$ cat config.mk
export PLATFORM = sky130hd
export DESIGN_NAME = bus_arbiter
export DESIGN_NICKNAME = d
export VERILOG_FILES = /design/src/rtl/bus_arbiter.sv
export SDC_FILE = /design/constraint.sdc
export NUM_CORES = 1
export LEC_CHECK = 0
export CAP_MARGIN = 25
export CORE_MARGIN = 2
export CORE_UTILIZATION = 36
export DETAILED_ROUTE_END_ITERATION = 12
export PLACE_DENSITY = 0.76
export SYNTH_ARGS = -nofsm -noshare
export SYNTH_HDL_FRONTEND = slang
export SYNTH_SLANG_ARGS = --single-unit
$ cat constraint.sdc
create_clock -name clk -period 1.8 [get_ports clk]
set_input_delay 0.36 -clock clk [delete_from_list [all_inputs] [get_ports clk]]
set_output_delay 0.36 -clock clk [all_outputs]
set_load 0.1 [all_outputs]
$ cat src/rtl/bus_arbiter.sv
// Purpose: two-requester round-robin arbiter sharing one daisy-chained 16-bit register bus, one transaction in flight.
// Latency: handshake at T, chain head valid at T+1, response pulse at T+2+L (chain latency L); timeout response at T+3+TIMEOUT.
// Backpressure: ready is combinational and only asserted in IDLE; a requester holds valid and payload until it sees ready.
module bus_arbiter #(
    parameter int unsigned TIMEOUT = 255
) (
    input  logic        clk,
    input  logic        rst,

    // Requester 0
    input  logic [15:0] r0_addr_i,
    input  logic [15:0] r0_wdata_i,
    input  logic        r0_rw_i,
    input  logic        r0_valid_i,
    output logic        r0_ready_o,
    output logic [15:0] r0_rdata_o,
    output logic        r0_rvalid_o,
    output logic        r0_err_o,

    // Requester 1
    input  logic [15:0] r1_addr_i,
    input  logic [15:0] r1_wdata_i,
    input  logic        r1_rw_i,
    input  logic        r1_valid_i,
    output logic        r1_ready_o,
    output logic [15:0] r1_rdata_o,
    output logic        r1_rvalid_o,
    output logic        r1_err_o,

    // Chain head
    output logic [15:0] addr_o,
    output logic [15:0] wdata_o,
    output logic [15:0] rdata_o,
    output logic        rw_o,
    output logic        valid_o,

    // Chain tail
    input  logic [15:0] addr_i,
    input  logic [15:0] wdata_i,
    input  logic [15:0] rdata_i,
    input  logic        rw_i,
    input  logic        valid_i
);

    typedef enum logic [1:0] {
        ST_IDLE  = 2'd0,
        ST_ISSUE = 2'd1,
        ST_WAIT  = 2'd2
    } state_t;

    localparam logic [15:0] TIMEOUT_C = 16'(TIMEOUT);

    state_t      r_state;
    state_t      w_state_nxt;

    // Arbitration history: 1 means requester 1 was granted last, so r0 wins the first tie.
    logic        r_last_grant;
    // Which requester owns the transaction currently on the chain.
    logic        r_owner;
    logic [15:0] r_count;

    // Chain head registers
    logic [15:0] r_addr_o;
    logic [15:0] r_wdata_o;
    logic [15:0] r_rdata_o;
    logic        r_rw_o;
    logic        r_valid_o;

    // Per-requester response registers
    logic [15:0] r_r0_rdata;
    logic        r_r0_rvalid;
    logic        r_r0_err;
    logic [15:0] r_r1_rdata;
    logic        r_r1_rvalid;
    logic        r_r1_err;

    logic        w_gnt0;
    logic        w_gnt1;
    logic        w_hs;
    logic [15:0] w_req_addr;
    logic [15:0] w_req_wdata;
    logic        w_req_rw;
    logic        w_rsp_ok;
    logic        w_rsp_to;
    logic        w_rsp;
    logic [15:0] w_rsp_data;

    // The returned address/write data/direction are not checked; only valid and rdata matter.
    logic        w_unused;
    assign w_unused = ^{addr_i, wdata_i, rw_i};

    // Round-robin grant: a lone requester wins, a tie goes to whoever was not served last.
    always_comb begin
        w_gnt0 = 1'b0;
        w_gnt1 = 1'b0;
        if ((r_state == ST_IDLE) && !rst) begin
            if (r0_valid_i && r1_valid_i) begin
                w_gnt0 = r_last_grant;
                w_gnt1 = !r_last_grant;
            end else begin
                w_gnt0 = r0_valid_i;
                w_gnt1 = r1_valid_i;
            end
        end
    end

    // A grant is only ever given to a requester with valid high, so a grant is a handshake.
    assign w_hs        = w_gnt0 | w_gnt1;
    assign w_req_addr  = w_gnt1 ? r1_addr_i  : r0_addr_i;
    assign w_req_wdata = w_gnt1 ? r1_wdata_i : r0_wdata_i;
    assign w_req_rw    = w_gnt1 ? r1_rw_i    : r0_rw_i;

    // Next-state logic; returns arriving outside WAIT are ignored.
    always_comb begin
        w_state_nxt = r_state;
        w_rsp_ok    = 1'b0;
        w_rsp_to    = 1'b0;
        case (r_state)
            ST_IDLE: begin
                if (w_hs) begin
                    w_state_nxt = ST_ISSUE;
                end
            end
            ST_ISSUE: begin
                w_state_nxt = ST_WAIT;
            end
            ST_WAIT: begin
                if (valid_i) begin
                    w_rsp_ok    = 1'b1;
                    w_state_nxt = ST_IDLE;
                end else if (r_count == TIMEOUT_C) begin
                    w_rsp_to    = 1'b1;
                    w_state_nxt = ST_IDLE;
                end
            end
            default: begin
                w_state_nxt = ST_IDLE;
            end
        endcase
    end

    assign w_rsp      = w_rsp_ok | w_rsp_to;
    assign w_rsp_data = w_rsp_ok ? rdata_i : 16'h0000;

    // State register.
    always_ff @(posedge clk) begin
        if (rst) begin
            r_state <= ST_IDLE;
        end else begin
            r_state <= w_state_nxt;
        end
    end

    // Latch the granted request onto the chain head; valid_o is high for the ISSUE cycle only.
    always_ff @(posedge clk) begin
        if (rst) begin
            r_last_grant <= 1'b1;
            r_owner      <= 1'b0;
            r_addr_o     <= 16'h0000;
            r_wdata_o    <= 16'h0000;
            r_rdata_o    <= 16'h0000;
            r_rw_o       <= 1'b0;
            r_valid_o    <= 1'b0;
        end else if (w_hs) begin
            r_last_grant <= w_gnt1;
            r_owner      <= w_gnt1;
            r_addr_o     <= w_req_addr;
            r_wdata_o    <= w_req_wdata;
            r_rdata_o    <= 16'h0000;
            r_rw_o       <= w_req_rw;
            r_valid_o    <= 1'b1;
        end else begin
            r_valid_o    <= 1'b0;
        end
    end

    // WAIT cycle counter: cleared leaving ISSUE, advanced while no return and not yet expired.
    always_ff @(posedge clk) begin
        if (rst) begin
            r_count <= 16'h0000;
        end else if (r_state == ST_ISSUE) begin
            r_count <= 16'h0000;
        end else if ((r_state == ST_WAIT) && !w_rsp) begin
            r_count <= r_count + 16'd1;
        end
    end

    // Route the response (data or timeout) to the owner as a one-cycle pulse; rdata holds between pulses.
    always_ff @(posedge clk) begin
        if (rst) begin
            r_r0_rdata  <= 16'h0000;
            r_r0_rvalid <= 1'b0;
            r_r0_err    <= 1'b0;
            r_r1_rdata  <= 16'h0000;
            r_r1_rvalid <= 1'b0;
            r_r1_err    <= 1'b0;
        end else begin
            r_r0_rvalid <= w_rsp && !r_owner;
            r_r0_err    <= w_rsp_to && !r_owner;
            r_r1_rvalid <= w_rsp && r_owner;
            r_r1_err    <= w_rsp_to && r_owner;
            if (w_rsp && !r_owner) begin
                r_r0_rdata <= w_rsp_data;
            end
            if (w_rsp && r_owner) begin
                r_r1_rdata <= w_rsp_data;
            end
        end
    end

    assign r0_ready_o  = w_gnt0;
    assign r1_ready_o  = w_gnt1;
    assign r0_rdata_o  = r_r0_rdata;
    assign r0_rvalid_o = r_r0_rvalid;
    assign r0_err_o    = r_r0_err;
    assign r1_rdata_o  = r_r1_rdata;
    assign r1_rvalid_o = r_r1_rvalid;
    assign r1_err_o    = r_r1_err;

    assign addr_o      = r_addr_o;
    assign wdata_o     = r_wdata_o;
    assign rdata_o     = r_rdata_o;
    assign rw_o        = r_rw_o;
    assign valid_o     = r_valid_o;

endmodule

==> impl_metrics.ini, run 1 <==
[outcome]
outcome = finished with violations
violations = negative setup slack

[detailed_routing]
drt_wl_total_microns = 12300
via_count = 4180
drt_iter0_drc = 219
drt.antenna.violating_nets = 0
drt_pass1_iterations = 4
post_drt_via_cell_ratio = 5.37
route.detailed.wl_per_inst_microns = 15.8
drc = 0

[sta]
timing.final.crit_share_pct = 101
hold-worst-slack_ps = 356
final.setup.worst_slack_ps = -16.8
report.final.setup_viol = 1
rsz0062_at_grt = true
worst_pin_slew_ps = 672
max_slew_margin_pct = 55.1
maxClockFrequency_mhz = 550
layout_min_cycle_time_ps = 1820
report.final.hold_viol_count = 0
report.final.slew_viol_count = 0
clock_skew_ps = 10.9

[die]
floorplan.die.height_microns = 110
core_area_sq_um = 10900
io-pin-count = 208
die-area_sq_um = 12200
num_rows = 38
initial_utilization_pct = 37.3
die-width_microns = 110

[cells_and_area]
post_route_cells_drive_above_1_share_pct = 25.1
fin_nets = 754
num-fill-cells = 841
syn_to_final_growth_pct = 76.1
antenna_cells_inserted = 0

[critical_path]
path_class = flop to output port
critical_path_peak_fanout = 5
crit_path_max_incr_delay_ps = 370
critical_path_required_ps = 1440
cp_data_arrival_time_ps = 1460
slowest_stage = sky130_fd_sc_hd__dfxtp_4
worstSetupStartpointType = flop
rr_worst_depth = 6
worst_setup_path_end_kind = output port
timing.critical_path.cells = nor3_4 > buf_6 > and3_4 > buf_12

[global_routing]
first_global_vias = 4019
grt_antenna_before_repair = 0
maximum_number_of_pins_on_one_net_before_global_route_repair = 43
grt_pass1_wl_microns = 19800
global_route.overflow_total = 0
gr-usage-all-layers_pct = 19.6

[power_and_ir_drop]
pwr_density_cell_nw_per_um2 = 866
max-vdd-ir-drop_uv = 528
power.static_leakage_nw = 3.00

[placed_design]
detailedPlace.worstSlack_ps = -551
routability_driven_placement_congestion_ratio = 0.864
hpwlAfterDp_microns = 9290
count_of_buffers_inserted_at_the_top_level_ports = 158

[logic_synthesis]
ys_top_cells_by_count = sky130_fd_sc_hd__dfxtp_1 (90), sky130_fd_sc_hd__nand2_1 (43), sky130_fd_sc_hd__nor2_1 (42)
ys_async_sr_fraction_pct = 0
yosys.cell_count.top_type = sky130_fd_sc_hd__dfxtp_1
ys_types = 40
synth_top_cell_area_share_pct = 44.1
most_area_hungry_cell_type_in_the_yosys_netlist = sky130_fd_sc_hd__dfxtp_1
ys.flop_type = sky130_fd_sc_hd__dfxtp_1
ys_ff_latch = 90
synthesis.yosys.warnings = 0
postSynthAreaPerCell_sq_um = 9.01
synthCells = 453
synth.yosys.seq_area_share_pct = 44.1
edff_count_synth = 0
cell_types_occupying_the_most_area_after_synthesis = sky130_fd_sc_hd__dfxtp_1 (44%), sky130_fd_sc_hd__mux2i_1 (8.8%), sky130_fd_sc_hd__a211oi_1 (6.1%)
netlist_area_sq_um = 4080

[clock_tree]
clk_pin_slew_ps = 70
htreeDepth = 3
clkLatencyLatePin_ps = 350
cts.path.max_buffers = 2
cts_tree = built
clockRootBuffer = sky130_fd_sc_hd__clkbuf_16
cts_buffers = 9
cts_hold_buffers = 0
clock_sinks = 90

[worst_hold_path]
hp-class = primary input to flop
min_path_cells = 2

[flow_run]
maxCapViolations = 0
## critical path: cells and delay by family (launching register included)
kind | cells | cell delay, ps
buffers and inverters | 2 | 310
flip-flops | 1 | 370
AND/OR/NAND/NOR | 2 | 420
## cells in the final DEF (no fill, tap or decap), drive strengths merged, types with 9 or more instances in the layout
cell type      instances
buf                  118
dfxtp                 90
clkdlybuf4s50         84
nand2                 43
nor2                  42
mux2i                 36
a211oi                33
o211ai                32
a22oi                 30
a21oi                 18
conb                  16
clkbuf                 9
or4                    9
inv                    9
## where the power goes
group | switching [mW] | internal (mW) | leakage, nW
clock network | 0.891 | 1.12 | 0.153
logic | 1.25 | 0.745 | 2.11
registers | 0.128 | 2.10 | 0.735
## flip-flops by register name (all words and copies together), names as in the netlist
signal / count
r_last_grant: 1
r1_rvalid_o: 1
wdata_o: 16
r0_rdata_o: 16
r1_rdata_o: 16
r_state: 2
r0_rvalid_o: 1
addr_o: 16
valid_o: 1
r1_err_o: 1
r0_err_o: 1
r_owner: 1
r_count: 16
rw_o: 1
## area by class of cell
type                            instances  area, sq um  share of cell area (%)
Inverter                                7         30.0                   0.418
Clock inverter                          7         93.8                    1.31
Sequential cell                        90         1810                    25.2
Timing Repair Buffer                  203         2690                    37.5
Multi-Input combinational cell        322         2160                    30.1
Tap cell                              140          175                    2.44
Clock buffer                            9          225                    3.13
## metal layers
metal	track usage (%)	vias up	routed length, microns
met5	0	-	0
met4	6.50	0	252
met3	5.16	20	904
met2	36.0	180	6470
met1	21.9	1953	4660
li1	-	2027	-
## worst paths after layout
kind,startpoint,to,slack [ps]
hold / removal,rst,r_last_grant,360
setup / recovery,r_state[1],r0_ready_o,-20
setup reg to reg,r_count[12],r_count[7],20
hold reg to reg,r_count[1],r_count[1],500
## stage by stage
stage	power, mW	area, sq um	utilization (%)	instances	setup TNS (ps)
floorplan	3.45	4150	-	468	-14.7
finish	6.23	7190	65.7	778	-16.8
global placement	4.22	6710	61.4	755	-16560
global route	6.44	7190	65.7	778	-244
detailed placement	4.25	6710	61.4	755	-19760
CTS	6.25	7090	64.8	773	-16.0
## repair_timing
item / 4_1_cts / 5_1_grt
endpoints found under the hold margin: 0 / 0
buffers inserted: 2 / 2
pin swaps: 1 / 4
setup endpoints to repair: 38 / 12
gates cloned: 0 / 1
resized for setup: 10 / 18
## logic make-up after synthesis
kind of cell / after synthesis / share of synthesized area (%)
compound gates: 131 / 22.7
fa+ha+maj: 1 / 0.307
buf+inv: 56 / 6.90
flops: 90 / 44.1
mux: 36 / 8.83
other cells: 1 / 0.0919
simple gates: 138 / 17.0
No activity file was read; power rests on OpenSTA's default activity.
==> run 2, diff against run 1 <==
Settings changed: SLEW_MARGIN set to 10.
==> run 2 against run 1 <==
Effect of this change: the run still ends with negative setup slack left; final area unchanged; non-clock buffer count did not move; clock skew is 0.65 ps lower; first-iteration DRC count fell by 4.6%; maximum frequency about the same; sequential cell count unchanged; power hardly changed; critical path type unchanged.
==> impl_metrics.ini, run 2 (synthesis results as in run 1) <==
[outcome]
outcome = finished with violations
violations = negative setup slack

[clock_tree]
clk_pin_slew_ps = 70
clockRootBuffer = sky130_fd_sc_hd__clkbuf_16
cts.path.max_buffers = 2
htreeDepth = 3
cts_tree = built
cts_buffers = 9
clkLatencyLatePin_ps = 350
cts_hold_buffers = 0
clock_sinks = 90

[detailed_routing]
drt_pass1_iterations = 4
drt.antenna.violating_nets = 0
post_drt_via_cell_ratio = 5.38
drt_wl_total_microns = 12400
drt_iter0_drc = 209
route.detailed.wl_per_inst_microns = 15.9
drc = 0
via_count = 4185

[sta]
hold-worst-slack_ps = 355
layout_min_cycle_time_ps = 1820
rsz0062_at_grt = true
report.final.hold_viol_count = 0
report.final.setup_viol = 1
report.final.slew_viol_count = 0
timing.setup.tns_ps = -15.5
max_slew_margin_pct = 54.6
maxClockFrequency_mhz = 551
final.setup.worst_slack_ps = -15.5
clock_skew_ps = 10.2
timing.final.crit_share_pct = 101
worst_pin_slew_ps = 680

[worst_hold_path]
min_path_cells = 2
hp-class = primary input to flop
timing.hold.worst.start = rst
worstHoldEndpoint = r_last_grant

[placed_design]
placed_cells_incl_taps = 755
hpwlAfterDp_microns = 9290
routability_driven_placement_congestion_ratio = 0.864
placed_instance_area_sq_um = 6710
count_of_buffers_inserted_at_the_top_level_ports = 158

[cells_and_area]
final_cells = 778
post_route_cells_drive_above_1_share_pct = 25.1
syn_to_final_growth_pct = 76.1
mostFrequentLayoutCells = sky130_fd_sc_hd__dfxtp_1 (87), sky130_fd_sc_hd__clkdlybuf4s50_1 (84), sky130_fd_sc_hd__buf_12 (76)
antenna_cells_inserted = 0
fin_nets = 754
num-fill-cells = 843
finish.instance_area_sq_um = 7190
leading_cell_type_in_the_layout_fill_and_taps_excluded = sky130_fd_sc_hd__dfxtp_1

[critical_path]
regToRegStartpoint = r_count[12]
worstReg2RegEnd = r_count[7]
rr_worst_depth = 6
timing.critical_path.cells = nor3_4 > buf_6 > and3_4 > buf_12
slowest_stage = sky130_fd_sc_hd__dfxtp_4
cp_data_arrival_time_ps = 1460
path_class = flop to output port
timing.reg2reg.setup_slack_ps = 20
critical_path_peak_fanout = 5
crit_path_max_incr_delay_ps = 370
worstSetupStartpointType = flop
critical_path_required_ps = 1440
worst_setup_path_end_kind = output port

[die]
io-pin-count = 208
core_area_sq_um = 10900
num_rows = 38
initial_utilization_pct = 37.3
floorplan.die.height_microns = 110
die-area_sq_um = 12200
die-width_microns = 110

[power_and_ir_drop]
power_mw = 6.23
power.static_leakage_nw = 3.00
max-vdd-ir-drop_uv = 528
pwr_density_cell_nw_per_um2 = 867

[global_routing]
maximum_number_of_pins_on_one_net_before_global_route_repair = 43
first_global_vias = 4019
gr-usage-all-layers_pct = 19.6
global_route.overflow_total = 0
grt_antenna_before_repair = 0
grt_pass1_wl_microns = 19800

[flow_run]
maxCapViolations = 0
==> run 2: cell counts in the layout (fill, tap and decap cells not counted) <==
Identical to the previous run, type by type.
==> run 2: repair_timing <==
item | in CTS | in global routing
cloned | 0 | 1
gates resized for setup | 10 | 18
setup buffers | 2 | 2
pin swaps | 1 | 4
setup endpoints to repair | 38 | 12
endpoints found under the hold margin | 0 | 0
==> run 2: where the power goes <==
group	switching, mW	internal (mW)
registers	0.128	2.10
clock network	0.892	1.12
logic	1.25	0.745
total	2.27	3.97
==> run 2: critical path: cells and delay by family (launching register included) <==
kind	cells	cell delay, ps
buffers and inverters	2	310
and+or+nand+nor	2	420
DFF	1	370
==> run 2: worst max path at each step <==
stage               startpoint            end  slack (ps)  depth (start not counted)
finish              r_state[1]     r0_ready_o         -20                          4
global route        r_state[1]     r0_ready_o         -50                          4
CTS                 r_state[0]     r0_ready_o         -20                          4
detailed placement     valid_i  r0_rdata_o[7]        -550                          5
global placement       valid_i  r0_rdata_o[7]        -450                          5
floorplan           r_state[0]     r1_ready_o         -10                          5
==> run 2: metal layers <==
| layer | share of wire [%] | vias up | global-route usage [%] |
|---|---|---|---|
| met5 | 0 | - | 0 |
| met4 | 2.1 | 0 | 6.50 |
| met3 | 7.4 | 21 | 5.16 |
| met2 | 52 | 179 | 36.0 |
| met1 | 38 | 1957 | 21.9 |
| li1 | - | 2028 | - |
==> run 2: final cells by class <==
| cell class | count | area (sq um) | area share (%) |
|---|---|---|---|
| clock buffer | 9 | 225 | 3.13 |
| clock inverter | 7 | 93.8 | 1.31 |
| inverter | 7 | 30.0 | 0.418 |
| multi-input combinational | 322 | 2160 | 30.1 |
| sequential | 90 | 1810 | 25.2 |
| tap | 140 | 175 | 2.44 |
| timing repair buffer | 203 | 2690 | 37.5 |
==> run 2: through the flow <==
stage / utilization [%] / worst slack [ps]
after global placement: 61.4 / -451
after global routing: 65.7 / -53.3
after floorplan: - / -14.7
final: 65.7 / -15.5
after CTS: 64.8 / -16.0
after detailed placement: 61.4 / -551
